## src/rtl/irq_trap_ctrl_if.sv

```systemverilog
// Core-side bundle for irq_trap_ctrl: CSR access port plus the trap entry/return handshake.
// The core is the master and the controller is the slave.
interface irq_trap_ctrl_if;
  logic        csr_valid;
  logic [11:0] csr_addr;
  logic        csr_we;
  logic [31:0] csr_wdata;
  logic        csr_hit;
  logic [31:0] csr_rdata;
  logic        csr_ready;
  logic        insn_boundary;
  logic [31:0] pc;
  logic        mret;
  logic        trap_req;
  logic        trap_ack;
  logic [31:0] trap_vector;
  logic [31:0] mepc_out;

  modport master (
    output csr_valid, csr_addr, csr_we, csr_wdata, insn_boundary, pc, mret, trap_ack,
    input  csr_hit, csr_rdata, csr_ready, trap_req, trap_vector, mepc_out
  );

  modport slave (
    input  csr_valid, csr_addr, csr_we, csr_wdata, insn_boundary, pc, mret, trap_ack,
    output csr_hit, csr_rdata, csr_ready, trap_req, trap_vector, mepc_out
  );
endinterface

```

## src/rtl/irq_trap_ctrl.sv

```systemverilog
// Machine-mode interrupt/trap controller: msip/mtip/meip pending logic, M-mode CSRs,
// trap entry request at instruction boundaries and mret handling.
//   state | meaning
//   IDLE  | no trap outstanding, sampling pending interrupts at boundaries
//   REQ   | trap_req high, cause/pc/vector frozen until trap_ack
module irq_trap_ctrl #(
  parameter int          SYNC_STAGES = 2,
  parameter logic [31:0] MTVEC_RESET = 32'h0000_0000
) (
  input  logic clk,
  input  logic resetn,
  input  logic irq_msip,
  input  logic irq_mtip,
  input  logic irq_meip,
  irq_trap_ctrl_if.slave bus
);
  localparam logic [11:0] A_MSTATUS = 12'h300;
  localparam logic [11:0] A_MIE     = 12'h304;
  localparam logic [11:0] A_MTVEC   = 12'h305;
  localparam logic [11:0] A_MEPC    = 12'h341;
  localparam logic [11:0] A_MCAUSE  = 12'h342;
  localparam logic [11:0] A_MIP     = 12'h344;

  typedef enum logic {IDLE, REQ} state_t;
  state_t state, state_nxt;

  logic [SYNC_STAGES-1:0] meip_sync;
  logic        meip_s;
  logic        mst_mie, mst_mpie;
  logic [31:0] mie_r, mtvec, mepc, mcause;
  logic [31:0] mip, pend, mstatus_rd;
  logic [31:0] cause_lat, pc_lat, vec_lat;
  logic [31:0] cause_nxt, vec_nxt, rd_mux;
  logic [4:0]  code;
  logic        csr_hit, csr_ready_q, accept, wr;
  logic        take, ack;

  always_ff @(posedge clk or negedge resetn) begin
    if (!resetn) meip_sync <= '0;
    else         meip_sync <= {meip_sync[SYNC_STAGES-2:0], irq_meip};
  end
  assign meip_s = meip_sync[SYNC_STAGES-1];

  assign mip        = {20'b0, meip_s, 3'b0, irq_mtip, 3'b0, irq_msip, 3'b0};
  assign mstatus_rd = {19'b0, 2'b11, 3'b0, mst_mpie, 3'b0, mst_mie, 3'b0};
  assign pend       = mip & mie_r & {32{mst_mie}};

  // Fixed priority MEI > MSI > MTI
  always_comb begin
    code = 5'd7;
    if (pend[11])     code = 5'd11;
    else if (pend[3]) code = 5'd3;
  end
  assign cause_nxt = 32'h8000_0000 | {27'b0, code};
  assign vec_nxt   = mtvec[0] ? ({mtvec[31:2], 2'b00} + {25'b0, code, 2'b00})
                              : {mtvec[31:2], 2'b00};

  always_comb begin
    csr_hit = 1'b0;
    rd_mux  = 32'h0;
    case (bus.csr_addr)
      A_MSTATUS: begin csr_hit = 1'b1; rd_mux = mstatus_rd; end
      A_MIE:     begin csr_hit = 1'b1; rd_mux = mie_r;      end
      A_MTVEC:   begin csr_hit = 1'b1; rd_mux = mtvec;      end
      A_MEPC:    begin csr_hit = 1'b1; rd_mux = mepc;       end
      A_MCAUSE:  begin csr_hit = 1'b1; rd_mux = mcause;     end
      A_MIP:     begin csr_hit = 1'b1; rd_mux = mip;        end
      default:   begin csr_hit = 1'b0; rd_mux = 32'h0;      end
    endcase
  end

  assign accept = bus.csr_valid && csr_hit && !csr_ready_q;
  assign wr     = accept && bus.csr_we;

  always_comb begin
    state_nxt = state;
    take      = 1'b0;
    ack       = 1'b0;
    case (state)
      IDLE: if (bus.insn_boundary && |pend && !bus.mret) begin
        take      = 1'b1;
        state_nxt = REQ;
      end
      REQ: if (bus.trap_ack) begin
        ack       = 1'b1;
        state_nxt = IDLE;
      end
      default: state_nxt = IDLE;
    endcase
  end

  always_ff @(posedge clk or negedge resetn) begin
    if (!resetn) state <= IDLE;
    else         state <= state_nxt;
  end

  always_ff @(posedge clk or negedge resetn) begin
    if (!resetn) begin
      cause_lat <= '0;
      pc_lat    <= '0;
      vec_lat   <= '0;
    end else if (take) begin
      cause_lat <= cause_nxt;
      pc_lat    <= bus.pc;
      vec_lat   <= vec_nxt;
    end
  end

  // Trap entry outranks mret, which outranks a software write of mstatus
  always_ff @(posedge clk or negedge resetn) begin
    if (!resetn) begin
      mst_mie  <= 1'b0;
      mst_mpie <= 1'b0;
    end else if (ack) begin
      mst_mpie <= mst_mie;
      mst_mie  <= 1'b0;
    end else if (bus.mret) begin
      mst_mie  <= mst_mpie;
      mst_mpie <= 1'b1;
    end else if (wr && bus.csr_addr == A_MSTATUS) begin
      mst_mie  <= bus.csr_wdata[3];
      mst_mpie <= bus.csr_wdata[7];
    end
  end

  always_ff @(posedge clk or negedge resetn) begin
    if (!resetn) begin
      mie_r  <= '0;
      mtvec  <= MTVEC_RESET;
      mepc   <= '0;
      mcause <= '0;
    end else begin
      if (wr && bus.csr_addr == A_MIE)
        mie_r <= bus.csr_wdata & 32'h0000_0888;
      if (wr && bus.csr_addr == A_MTVEC)
        mtvec <= {bus.csr_wdata[31:2], 1'b0, bus.csr_wdata[1:0] == 2'b01};
      if (ack) begin
        mepc   <= pc_lat;
        mcause <= cause_lat;
      end else begin
        if (wr && bus.csr_addr == A_MEPC)   mepc   <= {bus.csr_wdata[31:2], 2'b00};
        if (wr && bus.csr_addr == A_MCAUSE) mcause <= bus.csr_wdata;
      end
    end
  end

  always_ff @(posedge clk or negedge resetn) begin
    if (!resetn) begin
      csr_ready_q   <= 1'b0;
      bus.csr_rdata <= '0;
    end else begin
      csr_ready_q <= accept;
      if (accept) bus.csr_rdata <= rd_mux;
    end
  end

  assign bus.csr_hit     = csr_hit;
  assign bus.csr_ready   = csr_ready_q;
  assign bus.trap_req    = (state == REQ);
  assign bus.trap_vector = vec_lat;
  assign bus.mepc_out    = mepc;
endmodule

```

## src/flat_wrapper.sv

```systemverilog
// flat-port wrapper written by rule: the top's interface ports become plain ports
module irq_trap_ctrl_flat 
#(
  parameter int          SYNC_STAGES = 2,
  parameter logic [31:0] MTVEC_RESET = 32'h0000_0000
)
  (clk, resetn, irq_msip, irq_mtip, irq_meip, bus_csr_valid, bus_csr_addr, bus_csr_we, bus_csr_wdata, bus_insn_boundary, bus_pc, bus_mret, bus_trap_ack, bus_csr_hit, bus_csr_rdata, bus_csr_ready, bus_trap_req, bus_trap_vector, bus_mepc_out);
  irq_trap_ctrl_if bus_i ();
  input  logic clk;
  input  logic resetn;
  input  logic irq_msip;
  input  logic irq_mtip;
  input  logic irq_meip;
  input wire logic [$bits(bus_i.csr_valid)-1:0] bus_csr_valid;
  input wire logic [$bits(bus_i.csr_addr)-1:0] bus_csr_addr;
  input wire logic [$bits(bus_i.csr_we)-1:0] bus_csr_we;
  input wire logic [$bits(bus_i.csr_wdata)-1:0] bus_csr_wdata;
  input wire logic [$bits(bus_i.insn_boundary)-1:0] bus_insn_boundary;
  input wire logic [$bits(bus_i.pc)-1:0] bus_pc;
  input wire logic [$bits(bus_i.mret)-1:0] bus_mret;
  input wire logic [$bits(bus_i.trap_ack)-1:0] bus_trap_ack;
  output wire logic [$bits(bus_i.csr_hit)-1:0] bus_csr_hit;
  output wire logic [$bits(bus_i.csr_rdata)-1:0] bus_csr_rdata;
  output wire logic [$bits(bus_i.csr_ready)-1:0] bus_csr_ready;
  output wire logic [$bits(bus_i.trap_req)-1:0] bus_trap_req;
  output wire logic [$bits(bus_i.trap_vector)-1:0] bus_trap_vector;
  output wire logic [$bits(bus_i.mepc_out)-1:0] bus_mepc_out;
  assign bus_i.csr_valid = bus_csr_valid;
  assign bus_i.csr_addr = bus_csr_addr;
  assign bus_i.csr_we = bus_csr_we;
  assign bus_i.csr_wdata = bus_csr_wdata;
  assign bus_i.insn_boundary = bus_insn_boundary;
  assign bus_i.pc = bus_pc;
  assign bus_i.mret = bus_mret;
  assign bus_i.trap_ack = bus_trap_ack;
  assign bus_csr_hit = bus_i.csr_hit;
  assign bus_csr_rdata = bus_i.csr_rdata;
  assign bus_csr_ready = bus_i.csr_ready;
  assign bus_trap_req = bus_i.trap_req;
  assign bus_trap_vector = bus_i.trap_vector;
  assign bus_mepc_out = bus_i.mepc_out;
  irq_trap_ctrl #(.SYNC_STAGES(SYNC_STAGES), .MTVEC_RESET(MTVEC_RESET)) u_core (.clk(clk), .resetn(resetn), .irq_msip(irq_msip), .irq_mtip(irq_mtip), .irq_meip(irq_meip), .bus(bus_i));
endmodule
```

## config.mk

```make
export PLATFORM = sky130hd
export DESIGN_NAME = irq_trap_ctrl_flat
export DESIGN_NICKNAME = d
export VERILOG_FILES = /design/src/rtl/irq_trap_ctrl_if.sv /design/src/rtl/irq_trap_ctrl.sv /design/src/flat_wrapper.sv
export SDC_FILE = /design/constraint.sdc
export NUM_CORES = 1
export LEC_CHECK = 0
export ABC_AREA = 1
export CAP_MARGIN = 20
export CORE_MARGIN = 1.5
export CORE_UTILIZATION = 40
export CTS_BUF_LIST = sky130_fd_sc_hd__clkbuf_8
export DETAILED_ROUTE_END_ITERATION = 7
export PLACE_DENSITY = 0.62
export SETUP_SLACK_MARGIN = 0.4
export SYNTH_ARGS = -nofsm -noshare
export SYNTH_HDL_FRONTEND = slang
export SYNTH_SLANG_ARGS = --single-unit
```

## constraint.sdc

```tcl
create_clock -name clk -period 2.8 [get_ports clk]
set_input_delay 0.42 -clock clk [delete_from_list [all_inputs] [get_ports clk]]
set_output_delay 0.42 -clock clk [all_outputs]
set_load 0.03 [all_outputs]
```

==> run_results.csv, run 1 <==
group,metric,value,unit
status,outcome,"finished, final reports clean",
logic_synthesis,async_reset_ff_share,100.0,%
critical_path,worstPathArrival,1.76,ns
floorplanning,initial_core_util,41.03,%
logic_synthesis,yosys.area.top_type,"dfrtp_1",
place,dp_slack,0.02240,ns
routing,vias,9941,
logic_synthesis,syn_avg_cell_area,7.099,um2
timing,period_needed,2.178,ns
logic_synthesis,synth_compound_area_share,5.851,%
finish,drive_above_1_share,7.596,%
timing,finalCritPeriodShare,77.77,%
critical_path,crit_path_end_kind,"output pin",
clock_network,cts_buffer_depth,3,
routing,final_antenna_net_count,0,
global_route,grt.overflow.total,0,
routing,drcViolationCount,0,
logic_synthesis,synth-main-ff-cell,"dfrtp_1",
floorplanning,row_count,58,
routing,drt-initial-drc-count,727,
critical_path,start_kind,"primary input",
place,io_buffers,182,
floorplanning,chipHeight,164.2,um
critical_path,worstPathMaxFanout,6,
clock_network,cts_tree,"yes",
clock_network,worstSkewPairLatency,0.53,ns
timing,setup-tns-final,0,ns
timing,relSlewSlack,57.14,%
min_path,hp-start,"u_core.meip_sync[0]",
routing,drtPass1Iterations,6,
logic_synthesis,yosys-top-cells-area,"dfrtp_1 48%, nand2_1 23%, nand3_1 5.2%, inv_1 5.2%, nor2_1 4.7%",
clock_network,numCtsBuffers,36,
power,power.leakage,7.568,nW
power,ir_worst_vdd,0.0004878,V
clock_network,root_buffer,"clkbuf_8",
global_route,grt_antenna_before_repair,0,
finish,syn2layout_area_growth,29.67,%
timing,setup_viol,0,
place,post-dp-hpwl,25020,um
floorplanning,pin_count,185,
logic_synthesis,synth-xor-area-share,0.8428,%
critical_path,crit_path_start,"bus_csr_addr[1]",
logic_synthesis,synth_area,10390,um2
timing,clock_skew,0.01404,ns
logic_synthesis,syn-instance-count,1464,
routing,wl_per_cell,16.89,um
timing,finalHoldViolations,0,
logic_synthesis,synthDistinctLibCells,41,
logic_synthesis,synth.top_cell.area_share,48.40,%
logic_synthesis,synth_fa_ha_area_share,0.3612,%
timing,worst_pin_slew,0.6429,ns
global_route,globalRouteTotalUtil,26.24,%
critical_path,timing.rr.start,"u_core.mst_mie",
floorplanning,fp.dieW,164.2,um
logic_synthesis,synth_top_family_by_area,"simple AND/OR/NAND/NOR gates",
clock_network,clkSinkCount,201,
place,gp_congestion,0.9033,
clock_network,h-tree-depth,2,
timing,final-max-slew-violation-count,0,
timing,layout_setup_ws,0.6224,ns
routing,via_per_inst,4.931,
floorplanning,fp.coreArea,25330,um2
global_route,grt_pass1_wl,54100,um
timing,fmax,0.4592,GHz
finish,fillCellCount,2566,
critical_path,worstPathRequired,2.38,ns
clock_network,clkTransAtPathRegs,0.06,ns
routing,drt-total-wl,34060,um
logic_synthesis,yosysSeqAreaShare,48.40,%
logic_synthesis,synth.area.mux_share,0,%
timing,rsz0062_at_grt,"false",
power,power_density,705.5,nW/um2
critical_path,path_class,"primary input to output pin",
finish,ff_latch_area,5031,um2
run,drv_cap,0,
finish,nNetsFinal,1750,
logic_synthesis,synth_edf_count,0,
logic_synthesis,synthSimpleGateAreaFrac,35.64,%
global_route,grt_pass1_vias,9462,
logic_synthesis,synth-seq-cells,201,
power,power,9.506,mW
floorplanning,die_area,26960,um2
logic_synthesis,yosys_warnings,0,
min_path,min_path_type,"register to register",
global_route,grt_max_degree,100,
finish,multi_input_area,4472,um2
==> synthesized netlist by cell type, types with 2 or more instances <==
library cell and count:
nand2_1 629, dfrtp_1 201, inv_1 145, nor2_1 129
nand3_1 109, o21ai_0 65, a21oi_1 45, clkbuf_1 26
buf_2 20, inv_2 12, nor3_1 12, nand4_1 9
xor2_1 9, buf_1 6, buf_4 5, nor2_2 5
a31oi_1 3, clkinv_1 3, ha_1 3, buf_6 2
buf_8 2, nand2_2 2, nand4_4 2, nor3_2 2
o21ai_2 2
==> stage by stage <==
step	hold slack (ns)	area [um2]	instances	utilization (%)
after floorplan	0.1244	10400	1465	-
after global placement	0.3342	12740	1951	50.29
after detailed placement	0.3396	12740	1951	50.29
after CTS	0.3279	13450	2014	53.11
after global routing	0.3441	13470	2015	53.20
final	0.3574	13480	2016	53.21
==> cell families (layout without fill, tap and decap cells) <==
kind of cell | count (synthesis) | in the layout
flops | 201 | 201
fa+ha+maj | 3 | 3
xor+xnor | 10 | 10
simple gates | 908 | 908
compound gates | 118 | 118
buf+inv | 223 | 443
other cells | 1 | 3
==> cells in the final DEF, fill, tap and decap left out, types with 3 or more instances in the layout <==
cell type	instances
a21oi_1	45
a31oi_1	3
buf_12	11
buf_4	26
clkbuf_8	47
clkdlybuf4s50_1	180
clkinv_1	3
clkinv_2	3
dfrtp_1	200
ha_1	3
inv_1	156
inv_2	12
nand2_1	626
nand2_2	4
nand3_1	108
nand4_1	9
nor2_1	129
nor2_2	5
nor3_1	12
o21ai_0	63
o21ai_1	3
xor2_1	9
==> registers in the layout, indices dropped and copies added, names as in the netlist <==
| name | flops |
|---|---|
| u_core.bus.csr_rdata | 32 |
| u_core.bus.mepc_out | 32 |
| u_core.mcause | 32 |
| u_core.pc_lat | 32 |
| u_core.mtvec | 31 |
| u_core.bus.trap_vector | 30 |
| u_core.cause_lat | 3 |
| u_core.mie_r | 3 |
| u_core.meip_sync | 2 |
| u_core.bus.csr_ready | 1 |
| u_core.bus.trap_req | 1 |
| u_core.mst_mie | 1 |
| u_core.mst_mpie | 1 |
==> power breakdown <==
part	switching [mW]	internal [mW]
registers	0.480	3.52
logic	1.66	1.15
clock network	1.23	1.47
==> worst max-delay path: stages <==
cell	delay (ns)
clkdlybuf4s50_1	0.44
inv_2	0.10
nand2_1	0.10
nor2_2	0.24
o21ai_0	0.12
nand4_1	0.12
clkbuf_2	0.22
==> timing repair <==
action,in CTS,in global routing
pin swaps,0,2
buffers inserted,0,1
setup endpoints to repair,1,19
resized for setup,1,9
hold buffers,1,0
cloned,0,0
endpoints found under the hold margin,68,0
==> worst paths after layout <==
kind | slack (ns) | cells after the start | end
setup / recovery | 0.62 | 7 | bus_csr_hit
hold / removal | 0.36 | 0 | u_core.meip_sync[1]
setup reg to reg | 0.65 | 13 | u_core.bus.trap_vector[22]
hold reg to reg | 0.36 | 0 | u_core.meip_sync[1]
max in group asynchronous | 1.60 | 3 | u_core.pc_lat[6]
min in group asynchronous | 0.48 | 2 | u_core.bus.csr_rdata[17]
==> layer usage <==
layer	routed length, um	track usage [%]	vias up	part of all wire, %
met5	0	0	-	0
met4	416	5.579	0	1.2
met3	2126	3.384	33	6.2
met2	14660	38.97	322	43
met1	16850	40.46	4677	49
li1	-	-	4909	-
==> layout make-up <==
| class | count | area share, % |
|---|---|---|
| multi-input cells | 1041 | 33.18 |
| inverters | 161 | 4.503 |
| clock buffers | 46 | 4.698 |
| diodes | 1 | 0.01857 |
| well taps | 330 | 3.064 |
| repair buffers | 220 | 16.67 |
| clock inverters | 16 | 0.5292 |
| flip-flops and latches | 201 | 37.34 |
No activity file was read; power rests on OpenSTA's default activity.
==> run 2, diff against run 1 <==
- clock period: 2.8 -> 2.27 ns (I/O delays scaled with it)
==> run 2 against run 1 <==
Die area is the same; hold slack got worse by 0.099 ns; first-iteration DRC count increased by 9.6%; utilization up 1.4 points; power grew 24%; sequential power up 22%; critical path depth grew 5; setup slack got worse by 0.42 ns; global-route usage grew 0.23 points; combinational power up 17%; flip-flop and latch count stayed put; sequential share of layout area fell by 0.96 points.
==> run_results.csv, run 2 (synthesized netlist as in run 1, its figures left out) <==
group,metric,value,unit
status,outcome,"finished, final reports clean",
finish,mostFrequentLayoutCells,"616 x nand2_1, 200 x dfrtp_1, 148 x inv_1",
timing,clock_skew,0.02309,ns
clock_network,cts_buffer_depth,3,
critical_path,worstPathArrival,2.48,ns
power,power.leakage,8.036,nW
critical_path,reg2reg_to,"u_core.bus.trap_vector[16]",
timing,setup-tns-final,0,ns
critical_path,worstPathRequired,2.68,ns
floorplanning,row_count,58,
critical_path,timing.rr.start,"u_core.meip_sync[1]",
finish,drive_above_1_share,11.05,%
place,post-dp-hpwl,25510,um
finish,nNetsFinal,1774,
routing,final_antenna_net_count,0,
routing,drcViolationCount,0,
place,dp.cells,1964,
global_route,globalRouteTotalUtil,26.47,%
critical_path,worstPathMaxFanout,3,
power,power_density,849.4,nW/um2
timing,finalHoldViolations,0,
finish,diodes,0,
floorplanning,chipHeight,164.2,um
floorplanning,pin_count,185,
floorplanning,initial_core_util,41.03,%
finish,final_common_cell,"nand2_1",
min_path,min_path_type,"primary input to register",
finish,fillCellCount,2545,
clock_network,cts_tree,"yes",
floorplanning,fp.dieW,164.2,um
place,io_buffers,182,
timing,final-max-slew-violation-count,0,
routing,drt-initial-drc-count,797,
clock_network,numCtsBuffers,36,
routing,drt-total-wl,34420,um
critical_path,ff2ff_path_depth,12,
timing,finalCritPeriodShare,91.11,%
global_route,grt_antenna_before_repair,0,
global_route,grt_pass1_wl,54310,um
clock_network,root_buffer,"clkbuf_8",
min_path,hold_path_depth,1,
routing,vias,10090,
timing,period_needed,2.068,ns
routing,wl_per_cell,16.87,um
finish,ff_latch_area,5031,um2
timing,setup_viol,0,
clock_network,clkTransAtPathRegs,0.06,ns
floorplanning,fp.coreArea,25330,um2
place,gp_congestion,0.9570,
critical_path,path_class,"register to register",
critical_path,r2r_slack,0.20,ns
finish,multi_input_area,4633,um2
critical_path,start_kind,"register",
timing,worst_pin_slew,0.5483,ns
global_route,grt_max_degree,63,
finish,syn2layout_area_growth,33.10,%
floorplanning,die_area,26960,um2
power,ir_worst_vdd,0.0006346,V
min_path,hp-start,"irq_meip",
global_route,grt.overflow.total,0,
clock_network,clkSinkCount,201,
clock_network,worstSkewPairLatency,0.55,ns
routing,drtPass1Iterations,5,
min_path,min_to,"u_core.meip_sync[0]",
critical_path,crit_path_end_kind,"register",
timing,relSlewSlack,63.45,%
timing,rsz0062_at_grt,"true",
routing,via_per_inst,4.948,
timing,fmax,0.4835,GHz
finish,fin_cells,2040,
clock_network,h-tree-depth,2,
timing,hold_slack,0.2586,ns
run,drv_cap,0,
global_route,grt_pass1_vias,9727,
==> run 2: worst max-delay path: stages, from the launching register on <==
cell and delay [ns]:
dfrtp_1 0.41, nand3_2 0.15, nand2_2 0.09, inv_2 0.05, ha_4 0.28, nand2_4 0.05, o21ai_2 0.12, nand4_1 0.14
buf_4 0.19, buf_4 0.13, nor2_4 0.08, xor2_1 0.15, o21ai_1 0.07
==> run 2: per-layer routing <==
metal / global-route usage [%] / wire length, um / vias to the layer above
li1: - / - / 4950
met1: 40.38 / 16700 / 4700
met2: 37.53 / 14290 / 382
met3: 4.621 / 2459 / 62
met4: 8.678 / 971 / 0
met5: 0 / 0 / -
==> run 2: where the power goes <==
part / leakage (nW) / internal, mW / switching (mW)
clock network: 0.422 / 1.96 / 1.59
registers: 2.43 / 4.34 / 0.566
logic: 5.19 / 1.17 / 2.12
total: 8.04 / 7.47 / 4.28
==> run 2: final cells by class <==
type,instances,share of cell area [%]
multi-input cells,1041,33.50
clock buffers,50,4.975
inverters,161,4.405
repair buffers,244,17.29
clock inverters,13,0.4794
well taps,330,2.985
flip-flops and latches,201,36.37
==> run 2: worst max-delay path by stage <==
stage / start / end / slack, ns / cells past startpoint
after floorplan: u_core.mst_mie / u_core.bus.trap_vector[22] / 0.33 / 11
after global placement: irq_msip / u_core.bus.trap_vector[22] / -0.24 / 12
after detailed placement: irq_msip / u_core.bus.trap_vector[22] / -0.26 / 12
after CTS: u_core.meip_sync[1] / u_core.bus.trap_vector[22] / 0.26 / 12
after global routing: u_core.meip_sync[1] / u_core.bus.trap_vector[20] / 0.1 / 12
final: u_core.meip_sync[1] / u_core.bus.trap_vector[16] / 0.20 / 12
==> run 2: metrics by stage <==
step	instance area (um2)	utilization, %	worst slack, ns	power, mW
2_1_floorplan	10440	-	0.3312	6.766
3_3_place_gp	12950	51.14	-0.2367	8.480
3_5_place_dp	12950	51.14	-0.2607	8.521
4_1_cts	13740	54.26	0.2597	11.81
5_1_grt	13830	54.61	0.09862	12.38
6_report	13830	54.61	0.2019	11.75
==> run 2: timing repair <==
| action | CTS | global route |
|---|---|---|
| hold buffers | 1 | 0 |
| buffers inserted | 8 | 4 |
| gates resized for setup | 143 | 24 |
| pin swaps | 25 | 16 |
| endpoints found under the hold margin | 58 | 0 |
| endpoints found under the setup margin | 123 | 33 |
==> run 3, diff against run 2 <==
- ABC_AREA: 1 -> 0
- CTS_BUF_LIST: sky130_fd_sc_hd__clkbuf_8 -> unset
- PLACE_DENSITY: 0.62 -> 0.63
==> run 3 against run 2 <==
Global-route usage decreased by 2.0 points; flip-flop and latch count unchanged; register-to-register slack about the same; critical path depth decreased by 4; critical endpoint is now u_core.bus.trap_vector[27]; sequential power decreased by 23%; first-iteration DRC count decreased by 13%; clock skew decreased by 0.016 ns; utilization increased by 4.7 points; via count decreased by 18%; hold slack improved by 0.035 ns.
==> run_results.csv, run 3 <==
group,metric,value,unit
status,outcome,"finished, final reports clean",
logic_synthesis,synth.area.mux_share,8.472,%
clock_network,root_buffer,"clkbuf_16",
clock_network,clkTransAtPathRegs,0.06,ns
routing,vias,8262,
power,power_density,576.5,nW/um2
logic_synthesis,synth-xor-area-share,2.716,%
clock_network,numCtsBuffers,23,
critical_path,path_class,"register to register",
logic_synthesis,syn-instance-count,935,
critical_path,worstPathArrival,2.51,ns
critical_path,crit_path_end,"u_core.bus.trap_vector[27]",
critical_path,start_kind,"register",
finish,drive_above_1_share,27.54,%
logic_synthesis,yosys-top-cells-area,"dfrtp_1 52%, nand2_1 6.9%, mux2_2 6.8%, a21oi_2 2.6%, a31oi_1 2.6%",
clock_network,cts_buffer_depth,3,
timing,clock_skew,0.007517,ns
logic_synthesis,synth.top_cell.area_share,52.23,%
floorplanning,fp.dieW,158.2,um
timing,setup_viol,0,
finish,final_common_cell,"dfrtp_1",
finish,syn2layout_area_growth,44.93,%
routing,drt-initial-drc-count,696,
logic_synthesis,async_reset_ff_share,100.0,%
floorplanning,pin_count,185,
power,power,8.046,mW
global_route,globalRouteTotalUtil,24.49,%
routing,drt-total-wl,30960,um
finish,diodes,0,
place,gp_congestion,0.9070,
timing,finalHoldViolations,0,
power,power.leakage,6.613,nW
logic_synthesis,yosysSeqAreaShare,52.23,%
timing,fmax,0.4839,GHz
timing,final-max-slew-violation-count,0,
clock_network,cts_tree,"yes",
logic_synthesis,synth_area,9629,um2
critical_path,crit_path_start,"u_core.meip_sync[1]",
logic_synthesis,yosys.area.top_type,"dfrtp_1",
finish,mostFrequentLayoutCells,"201 x dfrtp_1, 174 x nand2_1, 87 x dlygate4sd2_1, 87 x buf_4, 72 x clkdlybuf4s50_1",
logic_synthesis,synth-seq-cells,201,
logic_synthesis,synthDistinctLibCells,64,
timing,finalCritPeriodShare,91.05,%
floorplanning,initial_core_util,40.90,%
routing,final_antenna_net_count,0,
global_route,grt_pass1_vias,8119,
critical_path,ff2ff_path_depth,8,
timing,rsz0062_at_grt,"true",
logic_synthesis,yosys_warnings,0,
critical_path,crit_path_end_kind,"register",
logic_synthesis,synthSimpleGateAreaFrac,15.01,%
logic_synthesis,synth_compound_area_share,17.09,%
global_route,grt_max_degree,50,
logic_synthesis,synth_top_family_by_area,"compound AO/OA/AOI/OAI gates",
floorplanning,fp.coreArea,23540,um2
logic_synthesis,synth_edf_count,0,
clock_network,clkSinkCount,201,
place,io_buffers,182,
routing,wl_per_cell,20.21,um
floorplanning,die_area,25010,um2
routing,drcViolationCount,0,
clock_network,worstSkewPairLatency,0.50,ns
clock_network,h-tree-depth,1,
logic_synthesis,synth-main-ff-cell,"dfrtp_1",
critical_path,reg2reg_to,"u_core.bus.trap_vector[27]",
min_path,min_path_type,"primary input to register",
logic_synthesis,synth_common_cells,"201 x dfrtp_1, 176 x nand2_1, 58 x mux2_2",
timing,hold_slack,0.2934,ns
critical_path,timing.rr.start,"u_core.meip_sync[1]",
logic_synthesis,synth_most_common_cell,"dfrtp_1",
logic_synthesis,syn_avg_cell_area,10.30,um2
critical_path,worstPathMaxFanout,5,
global_route,grt_pass1_wl,46800,um
run,drv_cap,0,
routing,via_per_inst,5.393,
timing,period_needed,2.067,ns
finish,nNetsFinal,1290,
critical_path,r2r_slack,0.20,ns
place,post-dp-hpwl,21390,um
logic_synthesis,synth_fa_ha_area_share,0.3898,%
finish,fillCellCount,2105,
floorplanning,row_count,56,
global_route,grt_antenna_before_repair,0,
power,ir_worst_vdd,0.0004589,V
floorplanning,chipHeight,158.2,um
critical_path,worstPathRequired,2.71,ns
timing,setup-tns-final,0,ns
routing,drtPass1Iterations,5,
global_route,grt.overflow.total,0,
-- run 3: routing by layer --
metal  track usage [%]  up-vias  share of wire [%]
met5                 0        -                  0
met4             5.607        0                1.5
met3             3.887       32                6.4
met2             38.03      283                 47
met1             35.87     4117                 45
li1                  -     3830                  -
-- run 3: layout make-up --
type                       instances  area [um2]  area share [%]
clock buffer                      33       643.1           4.608
sequential                       201        5030           36.04
clock inverter                     4       48.80          0.3496
multi-input combinational        653        4651           33.32
timing repair buffer             309        3132           22.44
tap                              319       399.1           2.860
inverter                          13       52.55          0.3765
-- run 3: stage by stage --
step	util [%]	area (um2)	cells	setup WS, ns
2_1_floorplan	-	9793	936	0.2669
3_3_place_gp	53.74	12650	1463	-0.4311
3_5_place_dp	53.74	12650	1463	-0.4505
4_1_cts	57.38	13510	1514	0.1976
5_1_grt	59.28	13960	1532	0.1459
6_report	59.28	13960	1532	0.2032
-- run 3: report_power, final --
part,switching [mW],internal (mW)
clock,1.39,2.06
sequential,0.107,3.69
combinational,0.459,0.340
-- run 3: worst min path at each step --
stage	depth (start not counted)	end	from	slack, ns
2_1_floorplan	0	u_core.bus.csr_rdata[0]	resetn	0.04
3_3_place_gp	1	u_core.pc_lat[2]	resetn	0.33
3_5_place_dp	1	u_core.pc_lat[2]	resetn	0.33
4_1_cts	1	u_core.meip_sync[0]	irq_meip	0.29
5_1_grt	1	u_core.meip_sync[0]	irq_meip	0.28
6_report	1	u_core.meip_sync[0]	irq_meip	0.29
-- run 3: what timing repair did --
action | 4_1_cts | 5_1_grt
gates resized for setup | 118 | 85
gates cloned | 2 | 5
pin swaps | 19 | 20
hold buffers | 1 | 0
setup endpoints to repair | 190 | 130
endpoints found under the hold margin | 44 | 0
setup buffers | 11 | 13
-- run 3: kinds of logic (layout without fill, tap and decap cells) --
family | count (synthesis) | after routing
AO/OA/AOI/OAI | 229 | 230
XOR/XNOR | 29 | 29
adder cells (fa/ha/maj) | 3 | 3
buffers and inverters | 83 | 359
flip-flops | 201 | 201
multiplexers | 72 | 72
other | 1 | 2
AND/OR/NAND/NOR | 317 | 317
-- run 3: worst max-delay path, stage by stage (launching register included) --
cell     delay, ns
dfrtp_1       0.42
buf_4         0.15
and3_4        0.19
ha_4          0.30
buf_4         0.15
a31oi_4       0.14
or4_1         0.42
a21oi_1       0.13
a21o_1        0.10
